**src/rtl/shiftreg_frame_sequencer.sv**
```systemverilog
// Serial shift-register output sequencer.
// Accepts a parallel frame over a valid/ready handshake and shifts it out on SDO.
// After the last bit it pulses LATCH for one cycle, then waits GAP_CYCLES idle cycles.
// abort returns to IDLE without a LATCH pulse and without counting the frame.
module shiftreg_frame_sequencer #(
  parameter int WIDTH      = 16,
  parameter int GAP_CYCLES = 4,
  parameter bit MSB_FIRST  = 1'b1
) (
  input  logic             CLK,
  input  logic             RST_N,
  input  logic             start_valid,
  output logic             start_ready,
  input  logic [WIDTH-1:0] frame_data,
  input  logic             abort,
  output logic             SDO,
  output logic             shift_en,
  output logic             LATCH,
  output logic             busy,
  output logic [7:0]       frame_cnt
);

  localparam int CW = $clog2(WIDTH);
  localparam int GW = (GAP_CYCLES > 1) ? $clog2(GAP_CYCLES) : 1;
  localparam logic [CW-1:0] BIT_LAST = CW'(WIDTH - 1);
  localparam logic [CW-1:0] BIT_ONE  = CW'(1);
  localparam logic [GW-1:0] GAP_LOAD = GW'((GAP_CYCLES > 0) ? (GAP_CYCLES - 1) : 0);
  localparam logic [GW-1:0] GAP_ONE  = GW'(1);

  typedef enum logic [1:0] {
    S_IDLE  = 2'd0,
    S_SHIFT = 2'd1,
    S_LATCH = 2'd2,
    S_GAP   = 2'd3
  } state_t;

  state_t           state_q, state_d;
  logic [WIDTH-1:0] sr_q, sr_d;
  logic             sdo_q, sdo_d;
  logic             shen_q, shen_d;
  logic             latch_q, latch_d;
  logic [CW-1:0]    bit_cnt_q, bit_cnt_d;
  logic [GW-1:0]    gap_cnt_q, gap_cnt_d;
  logic [7:0]       frame_cnt_q, frame_cnt_d;
  logic             accept_s;

  // Bit that leaves the register next, depending on shift direction.
  function automatic logic head_bit(input logic [WIDTH-1:0] data);
    if (MSB_FIRST) begin
      return data[WIDTH-1];
    end else begin
      return data[0];
    end
  endfunction

  // Register contents after the head bit has been consumed (zero fill).
  function automatic logic [WIDTH-1:0] advance(input logic [WIDTH-1:0] data);
    if (MSB_FIRST) begin
      return {data[WIDTH-2:0], 1'b0};
    end else begin
      return {1'b0, data[WIDTH-1:1]};
    end
  endfunction

  // Handshake and status are decoded from the state register only.
  assign start_ready = (state_q == S_IDLE);
  assign busy        = (state_q != S_IDLE);
  assign accept_s    = start_valid & start_ready & ~abort;

  assign SDO       = sdo_q;
  assign shift_en  = shen_q;
  assign LATCH     = latch_q;
  assign frame_cnt = frame_cnt_q;

  // Next-state and next-output logic; SDO/shift_en/LATCH default low every cycle.
  always_comb begin
    state_d     = state_q;
    sr_d        = sr_q;
    sdo_d       = 1'b0;
    shen_d      = 1'b0;
    latch_d     = 1'b0;
    bit_cnt_d   = bit_cnt_q;
    gap_cnt_d   = gap_cnt_q;
    frame_cnt_d = frame_cnt_q;
    case (state_q)
      S_IDLE: begin
        if (accept_s) begin
          state_d   = S_SHIFT;
          sr_d      = advance(frame_data);
          sdo_d     = head_bit(frame_data);
          shen_d    = 1'b1;
          bit_cnt_d = BIT_LAST;
        end else begin
          state_d = S_IDLE;
        end
      end
      S_SHIFT: begin
        if (abort) begin
          state_d   = S_IDLE;
          sr_d      = {WIDTH{1'b0}};
          bit_cnt_d = {CW{1'b0}};
        end else if (bit_cnt_q == {CW{1'b0}}) begin
          state_d = S_LATCH;
          latch_d = 1'b1;
          sr_d    = {WIDTH{1'b0}};
        end else begin
          sdo_d     = head_bit(sr_q);
          sr_d      = advance(sr_q);
          shen_d    = 1'b1;
          bit_cnt_d = bit_cnt_q - BIT_ONE;
        end
      end
      S_LATCH: begin
        // An abort here cannot retract the strobe already on LATCH, but the frame is not counted.
        if (abort) begin
          state_d = S_IDLE;
        end else begin
          frame_cnt_d = frame_cnt_q + 8'd1;
          if (GAP_CYCLES > 0) begin
            state_d   = S_GAP;
            gap_cnt_d = GAP_LOAD;
          end else begin
            state_d = S_IDLE;
          end
        end
      end
      S_GAP: begin
        if (abort) begin
          state_d   = S_IDLE;
          gap_cnt_d = {GW{1'b0}};
        end else if (gap_cnt_q == {GW{1'b0}}) begin
          state_d = S_IDLE;
        end else begin
          gap_cnt_d = gap_cnt_q - GAP_ONE;
        end
      end
      default: begin
        state_d = S_IDLE;
      end
    endcase
  end

  // State and datapath registers; reset drops any frame in flight.
  always_ff @(posedge CLK or negedge RST_N) begin
    if (!RST_N) begin
      state_q     <= S_IDLE;
      sr_q        <= {WIDTH{1'b0}};
      sdo_q       <= 1'b0;
      shen_q      <= 1'b0;
      latch_q     <= 1'b0;
      bit_cnt_q   <= {CW{1'b0}};
      gap_cnt_q   <= {GW{1'b0}};
      frame_cnt_q <= 8'd0;
    end else begin
      state_q     <= state_d;
      sr_q        <= sr_d;
      sdo_q       <= sdo_d;
      shen_q      <= shen_d;
      latch_q     <= latch_d;
      bit_cnt_q   <= bit_cnt_d;
      gap_cnt_q   <= gap_cnt_d;
      frame_cnt_q <= frame_cnt_d;
    end
  end

endmodule

```
**config.mk**
```make
export PLATFORM = sky130hd
export DESIGN_NAME = shiftreg_frame_sequencer
export DESIGN_NICKNAME = d
export VERILOG_FILES = /design/src/rtl/shiftreg_frame_sequencer.sv
export SDC_FILE = /design/constraint.sdc
export NUM_CORES = 1
export LEC_CHECK = 0
export ABC_AREA = 1
export BUFFER_PORTS_ARGS = -buffer_cell sky130_fd_sc_hd__buf_4
export CORE_MARGIN = 1
export CORE_UTILIZATION = 43
export CTS_CLUSTER_SIZE = 30
export DETAILED_ROUTE_END_ITERATION = 8
export GPL_TIMING_DRIVEN = 0
export HOLD_SLACK_MARGIN = 0.06
export PLACE_DENSITY = 0.64
export SETUP_SLACK_MARGIN = 0.4
export SYNTH_ARGS = -nofsm -noshare
export SYNTH_HDL_FRONTEND = slang
export SYNTH_SLANG_ARGS = --single-unit
```
**constraint.sdc**
```tcl
create_clock -name CLK -period 1.2 [get_ports CLK]
set_input_delay 0.06 -clock CLK [delete_from_list [all_inputs] [get_ports CLK]]
set_output_delay 0.06 -clock CLK [all_outputs]
set_load 0.02 [all_outputs]
```
==> results.json <==
{
  "run_status": "finished, violations left",
  "violations": "negative setup slack",
  "grt_overflow": 0,
  "h-tree-depth": 2,
  "fin_crit_ns": 1.335,
  "antenna_found_initial": 0,
  "setup_viol": 30,
  "fmax_ghz": 0.7490,
  "yosysUniqueCellTypes": 22,
  "ff2ff_path_depth": 7,
  "portBuffers": 32,
  "max_stage_delay_ns": 0.46,
  "synth_top_area_share": 0.4664,
  "path_clk_slew_ns": 0.07,
  "drtIter0Drc": 81,
  "fin_crit_sh": 1.113,
  "clockBufferDepth": 2,
  "cts.sinks": 34,
  "yosysWarnings": 0,
  "vias_per_cell": 5.034,
  "post-route-util": 0.7891,
  "die_area_sq_mm": 0.004507,
  "post-place-cells": 330,
  "syn_area_sq_mm": 0.001824,
  "path_max_fanout": 6,
  "initial_utilization": 0.4528,
  "fin_skew_ns": 0.01103,
  "fin_ws_ns": -0.1352,
  "wirelength_mm": 5.503,
  "min-delay-start": "start_valid",
  "path_cells": "buf_6 > nor2_4 > nand2_2 > nand2_4 > buf_6 > nor2_2 > a21oi_1",
  "core_area_sq_mm": 0.004029,
  "tightest_slew_ns": 0.4498,
  "num_rows": 23,
  "ant_nets": 0,
  "holdPathEnd": "shift_en$_DFF_PN0_",
  "grtUsageTotal": 0.2270,
  "min_path_cells": 3,
  "ys_seq_area_frac": 0.4664,
  "grt_max_degree": 35,
  "clk_latency_ns": 0.29,
  "cp-start-kind": "register",
  "crit_slowest_cell": "dfrtp_2",
  "relSlewSlack": 0.7002,
  "crit_path_end_kind": "register",
  "r2r_end": "sr_q[3]$_DFFE_PN0P_",
  "r2r_slack_ns": -0.14,
  "crit_top_cell": "buf_6",
  "ir_drop_mv": 1.647,
  "critPathKind": "register to register",
  "synth_fp_nets": 272,
  "crit_arrival_ns": 1.54,
  "num_io_pins": 33,
  "antenna_cells": 0,
  "chipHeight_microns": 67.14,
  "layout.nets": 351,
  "globalplace.congestion": 0.7588,
  "syn_area_per_cell_sq_um": 7.356,
  "finalHoldViolations": 0,
  "drc": 0,
  "cts_made_buffers": 5,
  "cts_tree": "built",
  "grt_pass1_wl_mm": 7.521,
  "dp_hpwl_mm": 2.780,
  "vias": 1903,
  "p_leak_nw": 1.604,
  "synth_area_leaders": "dfrtp_1, nor2_1, nand2_1",
  "synth_top_area_cell": "dfrtp_1",
  "wl_per_cell_microns": 14.56,
  "synth_seq_cells": 34,
  "hp-class": "input port to register",
  "syn2layout_area_growth_pct": 74.28,
  "dr.pass1.iters": 4,
  "layout-drive-gt1-share": 0.5549,
  "cap_violations": 0,
  "cts-root-buf": "clkbuf_8",
  "r2r_start": "state_q[1]$_DFFE_PN0P_",
  "p_per_area_mw_per_mm2": 2370,
  "die_x_microns": 67.14,
  "synthCells": 248,
  "finalNonFillerCells": 378,
  "grt_pass1_vias": 1706,
  "rsz0062_at_grt": "true",
  "drv_slew": 0,
  "critPathRequiredTime_ns": 1.41
}
[metal layers]
metal / vias up / part of all wire / global-route usage
met5: - / 0 / 0
met4: 0 / 0.022 / 0.07979
met3: 12 / 0.032 / 0.04730
met2: 43 / 0.52 / 0.3813
met1: 915 / 0.42 / 0.2869
li1: 933 / - / -
[repair_timing]
item / 4_1_cts / 5_1_grt
pin swaps: 19 / 33
resized for setup: 45 / 82
endpoints found under the hold margin: 36 / 0
gates cloned: 1 / 2
setup endpoints to repair: 47 / 47
hold buffers: 3 / 0
setup buffers: 21 / 13
[per-stage QoR]
step / setup slack, ns / power (mW) / cell area [sq um] / TNS (ns) / hold WS, ns
3_5_place_dp: -0.1848 / 4.283 / 2211 / -2.332 / 0.03836
4_1_cts: -0.03700 / 6.343 / 2738 / -0.3237 / 0.1254
5_1_grt: -0.1825 / 8.004 / 3179 / -3.649 / 0.1079
3_3_place_gp: -0.1934 / 4.222 / 2211 / -2.297 / 0.03914
2_1_floorplan: -0.004206 / 3.616 / 1908 / -0.007825 / -0.2356
6_report: -0.1352 / 7.535 / 3179 / -1.957 / 0.1115
[state kept, by name, indices dropped and copies added, names as in the netlist]
name,cells
SDO,1
shift_en,1
state_q,2
gap_cnt_q,2
bit_cnt_q,4
LATCH,1
sr_q,15
frame_cnt,8
[cells in the mapped netlist]
master    instances
ha_1              4
buf_6             1
nor2_4            1
nand2_1          49
nand3b_2          1
inv_1            36
buf_4             1
nor2_1           50
inv_2             3
a21oi_1          16
clkbuf_1          1
o21ai_0           8
nand3_1          26
nand3b_1          2
dfrtp_1          34
buf_2             3
xnor2_1           1
o21ai_1           2
nand2_2           3
xor2_1            2
nor2_2            1
nand4_1           3
[cell type report]
type / count / area (sq um)
inverters: 39 / 153.9
well taps: 50 / 62.56
repair buffers: 72 / 704.4
fillers: 259 / 849.6
clock buffers: 6 / 82.58
multi-input cells: 169 / 1181
plain buffers: 6 / 72.57
flip-flops and latches: 34 / 862.1
clock inverters: 2 / 60.06
[placed cells by master, fill, tap and decap left out, types with 2 or more instances in the layout]
cell	count
a21oi_1	5
a21oi_2	11
buf_12	3
buf_4	40
buf_6	25
buf_8	5
bufinv_16	2
clkbuf_8	6
dfrtp_1	25
dfrtp_2	9
dlygate4sd3_1	3
ha_1	2
ha_4	2
inv_1	29
inv_2	8
nand2_1	30
nand2_2	12
nand2_4	9
nand3_1	8
nand3_2	15
nand3_4	3
nand3b_1	2
nand4_1	3
nor2_1	31
nor2_2	16
nor2_4	5
o21ai_0	2
o21ai_1	4
o21ai_2	3
xor2_1	2
[where the power goes]
part	internal [mW]	switching [mW]
logic	1.99	2.17
clock network	0.886	0.447
registers	1.65	0.397
total	4.52	3.02
[kinds of logic after synthesis]
logic type | Yosys count | synth area share
compound gates | 26 | 0.07133
xor+xnor | 3 | 0.01441
fa+ha+maj | 4 | 0.02744
buf+inv | 45 | 0.1008
flops | 34 | 0.4664
simple gates | 136 | 0.3196
[worst max-delay path by stage]
| stage | startpoint | endpoint | depth (start not counted) |
|---|---|---|---|
| 2_1_floorplan | state_q[1]$_DFFE_PN0P_ | sr_q[10]$_DFFE_PN0P_ | 6 |
| 5_1_grt | state_q[1]$_DFFE_PN0P_ | sr_q[3]$_DFFE_PN0P_ | 7 |
| 3_3_place_gp | state_q[1]$_DFFE_PN0P_ | bit_cnt_q[3]$_DFFE_PN0P_ | 8 |
| 4_1_cts | state_q[1]$_DFFE_PN0P_ | bit_cnt_q[3]$_DFFE_PN0P_ | 8 |
| 6_report | state_q[1]$_DFFE_PN0P_ | sr_q[3]$_DFFE_PN0P_ | 7 |
| 3_5_place_dp | state_q[1]$_DFFE_PN0P_ | bit_cnt_q[3]$_DFFE_PN0P_ | 8 |
[worst max-delay path: cells and delay by family (launching register included)]
family,cells,cell delay [ns]
AND/OR/NAND/NOR,4,0.38
buffers and inverters,2,0.28
flip-flops,1,0.46
AO/OA/AOI/OAI,1,0.14
Note: power is estimated with default switching activity, not from simulation.
